[config.mk]
export PLATFORM = sky130hd
export DESIGN_NAME = regfile_param
export DESIGN_NICKNAME = d
export VERILOG_FILES = /design/src/rtl/regfile_pkg.sv /design/src/rtl/regfile_clear_seq.sv /design/src/rtl/regfile_param.sv
export SDC_FILE = /design/constraint.sdc
export NUM_CORES = 1
export LEC_CHECK = 0
export CORE_ASPECT_RATIO = 0.5
export CORE_MARGIN = 5
export CORE_UTILIZATION = 50
export CTS_CLUSTER_SIZE = 20
export DETAILED_ROUTE_END_ITERATION = 6
export HOLD_SLACK_MARGIN = 0.08
export PLACE_DENSITY = 0.75
export SETUP_SLACK_MARGIN = 0.02
export SYNTH_ARGS = -nofsm -noshare
export SYNTH_HDL_FRONTEND = slang
export SYNTH_HIERARCHICAL = 1
export SYNTH_SLANG_ARGS = --single-unit
[constraint.sdc]
create_clock -name clk -period 4.3 [get_ports clk]
set_input_delay 0.86 -clock clk [delete_from_list [all_inputs] [get_ports clk]]
set_output_delay 0.86 -clock clk [all_outputs]
set_load 0.02 [all_outputs]
[src/rtl/regfile_pkg.sv]
// Shared types and default sizes for the parametrised register file.
package regfile_pkg;
  typedef enum logic {IDLE = 1'b0, CLEARING = 1'b1} rf_state_t;

  localparam int RF_DATA_W = 32;
  localparam int RF_ADDR_W = 4;
  localparam int RF_NUM_RD = 2;
endpackage

[src/rtl/regfile_clear_seq.sv]
// Bulk-clear sequencer: walks every entry once, one per cycle, while busy is high.
module regfile_clear_seq
  import regfile_pkg::*;
#(
  parameter int ADDR_W = RF_ADDR_W
) (
  input  logic              clk,
  input  logic              clr,
  input  logic              clr_req,
  output logic              busy,
  output logic              clear_we,
  output logic [ADDR_W-1:0] clear_addr
);

  rf_state_t         state, state_nxt;
  logic [ADDR_W-1:0] ptr, ptr_nxt;

  always_ff @(posedge clk or negedge clr) begin
    if (!clr) begin
      state <= IDLE;
      ptr   <= '0;
    end else begin
      state <= state_nxt;
      ptr   <= ptr_nxt;
    end
  end

  // Exit happens on the cycle that wipes the last entry, so the pointer never wraps.
  always_comb begin
    state_nxt = state;
    ptr_nxt   = ptr;
    case (state)
      IDLE: begin
        if (clr_req) begin
          state_nxt = CLEARING;
          ptr_nxt   = '0;
        end
      end
      CLEARING: begin
        ptr_nxt = ptr + 1'b1;
        if (ptr == {ADDR_W{1'b1}}) begin
          state_nxt = IDLE;
          ptr_nxt   = '0;
        end
      end
      default: begin
        state_nxt = IDLE;
        ptr_nxt   = '0;
      end
    endcase
  end

  always_comb begin
    busy       = (state == CLEARING);
    clear_we   = (state == CLEARING);
    clear_addr = ptr;
  end

endmodule

[src/rtl/regfile_param.sv]
// Parametrised 1W/2R register file with registered reads, write bypass and bulk clear.
// Build option: REGFILE_R0_ZERO_EN hardwires entry 0 to zero.
module regfile_param
  import regfile_pkg::*;
#(
  parameter int DATA_W = RF_DATA_W,
  parameter int ADDR_W = RF_ADDR_W
) (
  input  logic              clk,
  input  logic              clr,
  input  logic              wr_en,
  input  logic [ADDR_W-1:0] wr_addr,
  input  logic [DATA_W-1:0] wr_data,
  input  logic              rd_en,
  input  logic [ADDR_W-1:0] rd_addr_a,
  input  logic [ADDR_W-1:0] rd_addr_b,
  output logic [DATA_W-1:0] rd_data_a,
  output logic [DATA_W-1:0] rd_data_b,
  output logic              rd_valid,
  input  logic              clr_req,
  output logic              busy
);

  localparam int DEPTH = 2 ** ADDR_W;

`ifdef REGFILE_R0_ZERO_EN
  localparam bit R0_ZERO = 1'b1;
`else
  localparam bit R0_ZERO = 1'b0;
`endif

  logic [DATA_W-1:0] mem [DEPTH];

  logic                                 clear_we;
  logic [ADDR_W-1:0]                    clear_addr;
  logic                                 wr_fire, rd_fire;
  logic [RF_NUM_RD-1:0][ADDR_W-1:0]     rd_addr;
  logic [RF_NUM_RD-1:0][DATA_W-1:0]     rd_mux, rd_q;

  regfile_clear_seq #(.ADDR_W(ADDR_W)) u_clear_seq (
    .clk        (clk),
    .clr        (clr),
    .clr_req    (clr_req),
    .busy       (busy),
    .clear_we   (clear_we),
    .clear_addr (clear_addr)
  );

  // A clear request in the same cycle drops the write; reads still see pre-clear data.
  assign wr_fire = wr_en && !busy && !clr_req && !(R0_ZERO && wr_addr == '0);
  assign rd_fire = rd_en && !busy;

  assign rd_addr[0] = rd_addr_a;
  assign rd_addr[1] = rd_addr_b;

  always_comb begin
    for (int p = 0; p < RF_NUM_RD; p++) begin
      rd_mux[p] = mem[rd_addr[p]];
      if (wr_fire && rd_addr[p] == wr_addr) rd_mux[p] = wr_data;
      if (R0_ZERO && rd_addr[p] == '0) rd_mux[p] = '0;
    end
  end

  always_ff @(posedge clk or negedge clr) begin
    if (!clr) begin
      for (int i = 0; i < DEPTH; i++) mem[i] <= '0;
    end else if (clear_we) begin
      mem[clear_addr] <= '0;
    end else if (wr_fire) begin
      mem[wr_addr] <= wr_data;
    end
  end

  always_ff @(posedge clk or negedge clr) begin
    if (!clr) begin
      rd_q     <= '0;
      rd_valid <= 1'b0;
    end else begin
      rd_valid <= rd_fire;
      if (rd_fire) rd_q <= rd_mux;
    end
  end

  assign rd_data_a = rd_q[0];
  assign rd_data_b = rd_q[1];

endmodule

# [Yosys cells after proc, flatten, opt, wreduce, memory -nomap -nowiden]
# Cells that the tools add are included.
[totals] ff_bits=582 inputBits=49 out_inout_bits=66 word_cells=70
[op_classes] add_sub_neg=1 order_cmp=6 eq_ne=4 mux=21 bitwise=7 n_reduce_logical=10
[ops] cell="512-bit two-way mux" n=2
[ops] cell="512-bit AND" n=1
[ops] cell="512-bit bitwise mux" n=1
[ops] cell="512-bit inverter" n=1
[ops] cell="32-bit binary-select mux with 4-bit select" n=2
[ops] cell="32-bit demux with 4-bit select" n=2
[ops] cell="32-bit two-way mux" n=8
[ops] cell="5-bit greater-or-equal comparator (second input constant)" n=4
[ops] cell="4-bit inverter with 5-bit output" n=4
[ops] cell="5-bit by 1-bit less-than comparator with 1-bit output (second input constant)" n=2
[ops] cell="4-bit == test" n=2
[ops] cell="4-bit two-way mux" n=2
[ops] cell="4-bit case mux with 2 select lines" n=1
[ops] cell="1-bit logical AND" n=7
[ops] cell="4-bit by 1-bit adder with 4-bit output (second input constant)" n=1
[ops] cell="4-bit == test (second input constant)" n=1
[ops] cell="1-bit zero test" n=2
[ops] cell="1-bit two-way mux" n=2
[ops] cell="2-bit != test (second input constant)" n=1
[ops] cell="1-bit case mux with 2 select lines" n=1
[ops] cell="2-bit nonzero test" n=1
[ops] cell="1-bit inverter" n=1

# [Depth between registers and ports, before layout]
[depth] word_depth=8 ltp_mapped=7 depth_no_buf=5

# [By module]
# Netlist, hierarchy kept.
[by_module_without_submodules] module="regfile_param" n_inst=1 cells_per_inst=2201 area_each_um2=29324.4 seq_area_each_um2=14438.8
[by_module_without_submodules] module="regfile_clear_seq" n_inst=1 cells_per_inst=23 area_each_um2=239.0 seq_area_each_um2=125.1

# [Worst setup path after synthesis]
# Ideal clock, no wire load.
[synth_timing] path_type="input to register" startpoint="input rd_addr_a[1]" endpoint="register rd_q (netlist bit rd_data_a[10])" setup_time_ns=0.141 arrival_time_ns=2.381 required_time_ns=4.159 path_slack_ns=1.778 cell_stages=6 path_buffers=3 cell_sequence="clkbuf_1 > buf_2 > buf_2 > mux4_2 > o21ai_1 > a31oi_1"
[synth_between] elab_chain_cells=5 word_cells_on_any_way=7 cone_classes="eq/ne (1); mux (4); bitwise (1); reduce/logical (1)"
[synth_lines] element="start: declaration" line_no="regfile_param.sv:15" rtl="input logic [ADDR_W-1:0] rd_addr_a,"
[synth_lines] element="4-bit inverter with 5-bit output (not written as such)" line_no="regfile_param.sv:58" rtl="rd_mux[p] = mem[rd_addr[p]];"
[synth_lines] element="32-bit binary-select mux with 4-bit select" line_no="regfile_param.sv:58"
[synth_lines] element="32-bit two-way mux (not written as such) (2 in series)" line_no="regfile_param.sv:58"
[synth_lines] element="32-bit two-way mux (*)" line_no="regfile_param.sv:59" rtl="if (wr_fire && rd_addr[p] == wr_addr) rd_mux[p] = wr_data;"
[synth_lines] element="end signal: assignment" line_no="regfile_param.sv:80" rtl="if (rd_fire) rd_q <= rd_mux;"
[synth_lines] element="end: declaration" line_no="regfile_param.sv:38" rtl="logic [RF_NUM_RD-1:0][DATA_W-1:0] rd_mux, rd_q;"
# Every way passes the cells marked *; elsewhere a longest branch is shown, timed or not. The select of a mux whose other input is x is not followed.
# A chain may end at the register's enable or synchronous reset.

# [Worst setup path after layout]
[layout_timing] startpoint="input wr_addr[1]" endpoint="register mem[376] (netlist name)"
[layout_between] elab_chain_cells=8 word_cells_on_any_way=9 cone_classes="order compare (2); mux (5); bitwise (1); reduce/logical (1)"
[layout_lines] element="start: declaration" line_no="regfile_param.sv:12" rtl="input logic [ADDR_W-1:0] wr_addr,"
[layout_lines] element="4-bit inverter with 5-bit output (not written as such) (*)" line_no="regfile_param.sv:70" rtl="mem[wr_addr] <= wr_data;"
[layout_lines] element="5-bit greater-or-equal comparator (not written as such) / 5-bit by 1-bit less-than comparator with 1-bit output (equally long branches)" line_no="regfile_param.sv:70"
[layout_lines] element="1-bit logical AND (not written as such)" line_no="regfile_param.sv:70"
[layout_lines] element="32-bit two-way mux (not written as such)" line_no="regfile_param.sv:70"
[layout_lines] element="32-bit demux with 4-bit select (*)" line_no="regfile_param.sv:70"
[layout_lines] element="512-bit bitwise mux (*)" line_no="regfile_param.sv:70"
[layout_lines] element="512-bit two-way mux (*)" line_no="regfile_param.sv:69" rtl="end else if (wr_fire) begin"
[layout_lines] element="512-bit two-way mux (*)" line_no="regfile_param.sv:67" rtl="end else if (clear_we) begin"
[layout_lines] element="end signal: indexed assignment" line_no="regfile_param.sv:70"
[layout_lines] element="end: declaration" line_no="regfile_param.sv:32" rtl="logic [DATA_W-1:0] mem [DEPTH];"
# Marks and branches as above.

==> impl_metrics.sql <==
INSERT INTO impl_metrics (metric_group, metric, value, unit) VALUES
('run_status', 'run_status', 'complete, no violations', ''),
('clocking', 'clock_buffer_depth', '3', ''),
('timing', 'maxSlewViolCount', '0', ''),
('clocking', 'worst_skew_pair.late_latency', '0.59', 'ns'),
('die', 'effective_utilization_at_floorplan', '50.2', '%'),
('layout', 'final_layout_size_suffix_gt1_share', '20.9', '%'),
('placed_design', 'finalWeightedCongestion', '0.857', ''),
('clocking', 'clock-sinks', '582', ''),
('synthesis', 'netlist_instances', '2224', ''),
('critical_path', 'crit_path_start_kind', 'input pin', ''),
('detailed_routing', 'route.antenna.remaining_nets', '0', ''),
('synthesis', 'yosys_register_bits', '582', ''),
('synthesis', 'synthesis.yosys.warnings', '6', ''),
('layout', 'areaGrowthSynthToFinish', '12.6', '%'),
('timing', 'final_min_period_over_clock_period', '70.0', '%'),
('power', 'ir_worst_vdd', '0.367', 'mV'),
('timing', 'max_slew.worst_pin.slew', '1.32', 'ns'),
('clocking', 'post_cts_repair_timing_setup_buffer_count', '0', ''),
('grt', 'globalRouteTotalUtil', '30.4', '%'),
('grt', 'grt_pass1_wl', '149000', 'um'),
('clocking', 'htree_num_levels', '2', ''),
('detailed_routing', 'route.vias.total', '22500', ''),
('detailed_routing', 'routed_wirelength', '98900', 'um'),
('synthesis', 'netlist-cell-type-count', '43', ''),
('layout', 'layout.cells.most_common_list', 'dfrtp_1, a22o_1, mux4_2', ''),
('die', 'die_area', '0.0644', 'mm^2'),
('synthesis', 'synth.area.top_cells', 'dfrtp_1, a22o_1, mux4_2, mux2i_1, mux2_2', ''),
('grt', 'grt_use_met1', '41.0', '%'),
('timing', 'setup_viol_count_final', '0', ''),
('clocking', 'cts_tree', 'built', ''),
('placed_design', 'hpwl', '55500', 'um'),
('detailed_routing', 'routed_wire_length_per_instance', '33.1', 'um'),
('grt', 'grt_pass1_vias', '23100', ''),
('critical_path', 'setup.worst_path.end_class', 'flop', ''),
('timing', 'final_hold_violation_count', '0', ''),
('clocking', 'cts-hold-fix-buffers', '0', ''),
('worst_hold_path', 'kind_of_path_behind_the_tightest_hold_check', 'in -> async', ''),
('synthesis', 'seq_area_frac_synth', '49.3', '%'),
('grt', 'grt_util_met2', '45.4', '%'),
('detailed_routing', 'drt_iter0_markers', '3087', ''),
('synthesis', 'synth_top_area_share', '49.3', '%'),
('synthesis', 'net_count_after_synthesis', '2274', ''),
('die', 'dieWidth', '354', 'um'),
('grt', 'grt_antenna_before_repair', '2', ''),
('clocking', 'root_cell_of_the_clock_tree', 'clkbuf_16', ''),
('detailed_routing', 'drt_drc_violations_left', '0', ''),
('synthesis', 'syn_avg_cell_area', '13.3', 'um^2'),
('grt', 'grt_max_degree', '95', ''),
('detailed_routing', 'drt_pass1_iterations', '5', ''),
('layout', 'most_common_cell_after_layout_fill_and_taps_aside', 'dfrtp_1', ''),
('layout', 'nNetsFinal', '2219', ''),
('timing', 'grt_setup_unrepaired', 'no', ''),
('die', 'fp.coreArea', '0.0589', 'mm^2'),
('timing', 'whs', '0.259', 'ns'),
('grt', 'grt.overflow.total', '0', ''),
('clocking', 'cts_repair_resize_count', '0', ''),
('timing', 'fin_skew', '0.0204', 'ns'),
('timing', 'final_period_minus_worst_setup_slack', '3.01', 'ns'),
('placed_design', 'port-buffer-count', '114', ''),
('grt', 'routing_layer_with_the_top_usage_in_global_route', 'met2', ''),
('critical_path', 'crit_fanout', '32', ''),
('synthesis', 'netlist_area', '0.0296', 'mm^2'),
('timing', 'setup-tns-final', '0', 'ns'),
('clocking', 'clkTransAtPathRegs', '0.07', 'ns'),
('clocking', 'cts_inserted_buffers', '53', ''),
('power', 'p_per_area', '449', 'mW/mm^2'),
('power', 'power_leakage', '14.3', 'nW'),
('timing', 'relative_slew_slack', '12.0', '%'),
('die', 'design.portCount', '115', ''),
('critical_path', 'worst-setup-path-type', 'in -> reg', ''),
('die', 'die_height', '182', 'um'),
('critical_path', 'crit_required', '4.82', 'ns'),
('run', 'maximum_capacitance_violations', '0', ''),
('timing', 'max_freq', '332', 'MHz'),
('grt', 'met3_usage', '9.23', '%'),
('critical_path', 'worst_ep_arrival_time', '3.53', 'ns'),
('die', 'floorplan.rows', '63', ''),
('synthesis', 'yosys.area.top_type', 'dfrtp_1', ''),
('detailed_routing', 'via_per_inst', '7.54', '');
## through the flow
stage          instance area, um^2  setup slack (ns)  utilization, %  std cells  total power, W
2_1_floorplan                29600              1.78               -       2224         0.00804
3_3_place_gp                 31500             0.841            53.5       2894         0.00990
3_5_place_dp                 31500             0.753            53.5       2894         0.00997
4_1_cts                      33300              1.35            56.6       2988          0.0149
5_1_grt                      33300              1.19            56.6       2989          0.0154
6_report                     33300              1.29            56.6       2989          0.0149
## state kept, by name, indices dropped and copies added, names as in the netlist
name	flops
mem	512
rd_data_a	32
rd_data_b	32
u_clear_seq/clear_addr	4
rd_valid	1
u_clear_seq/busy	1
## per-layer routing
| metal | routed length [um] | up-vias |
|---|---|---|
| met5 | 13 | - |
| met4 | 5460 | 2 |
| met3 | 12400 | 351 |
| met1 | 37400 | 11700 |
| li1 | - | 8834 |
| met2 | 43600 | 1642 |
## worst paths after layout
kind                                   from        to  slack, ns  cells past startpoint
max                              wr_addr[1]  mem[376]       1.29                      5
min                                     clr  mem[289]       0.26                      1
max reg2reg                u_clear_seq/busy  mem[376]       1.49                      4
min reg2reg                        mem[248]  mem[248]       0.51                      1
max in group asynchronous               clr  mem[318]       2.94                      2
min in group clk                   mem[248]  mem[248]       0.51                      1
## where the power goes
group,switching (W),internal [W],total [W]
Clock,0.00214,0.00286,0.00500
Sequential,0.000458,0.00588,0.00634
Combinational,0.00228,0.00134,0.00361
Total,0.00488,0.0101,0.0149
## final cells by class
| class | count | area [um^2] |
|---|---|---|
| fillers | 4481 | 25600 |
| flip-flops and latches | 582 | 14600 |
| multi-input cells | 1343 | 14000 |
| repair buffers | 187 | 1910 |
| clock buffers | 75 | 1510 |
| well taps | 780 | 976 |
| clock inverters | 19 | 278 |
| inverters | 2 | 7.51 |
| diodes | 1 | 2.50 |
## cell families (layout without fill, tap and decap cells)
kind of cell             Yosys count  in the layout  share of synthesized area (%)
flip-flops                       582            582                           49.3
buffers and inverters            299            283                           4.13
multiplexers                     384            384                           21.4
XOR/XNOR                           9              9                          0.267
adder cells (fa/ha/maj)            1              1                         0.0423
other                              0              1                              0
AO/OA/AOI/OAI                    791            791                           21.8
AND/OR/NAND/NOR                  158            158                           3.07
## worst max-delay path, cell delays in order
cell and delay [ns]:
clkdlybuf4s50_1 0.48, or4b_1 0.92, nor3_4 0.37, buf_4 0.62, a22o_1 0.25
## Yosys cell counts
master	n
or4b_1	1
and3b_1	1
a31oi_1	68
nor3_1	6
nand4bb_1	1
buf_1	42
mux2_2	64
o22ai_1	1
nor2b_1	4
nand2_1	73
o41ai_1	2
inv_1	2
a41oi_1	1
o21a_1	2
or2_1	1
mux2i_1	128
o21ai_1	64
dfrtp_1	582
nand3_1	3
nor4_4	2
nor3b_1	2
nor2_1	3
a21oi_1	11
mux4_2	192
a22o_1	513
and3_1	1
o311ai_1	1
a21oi_2	1
ha_1	1
and2_1	2
buf_2	73
o32ai_1	51
a221oi_1	64
xnor2_1	9
nor3_4	6
clkbuf_1	180
o21ai_0	1
nor4_2	2
nand2b_1	48
buf_4	2
nand3_2	1
o31ai_1	11
nand4_1	1
Power figures use the tool's default switching activity.
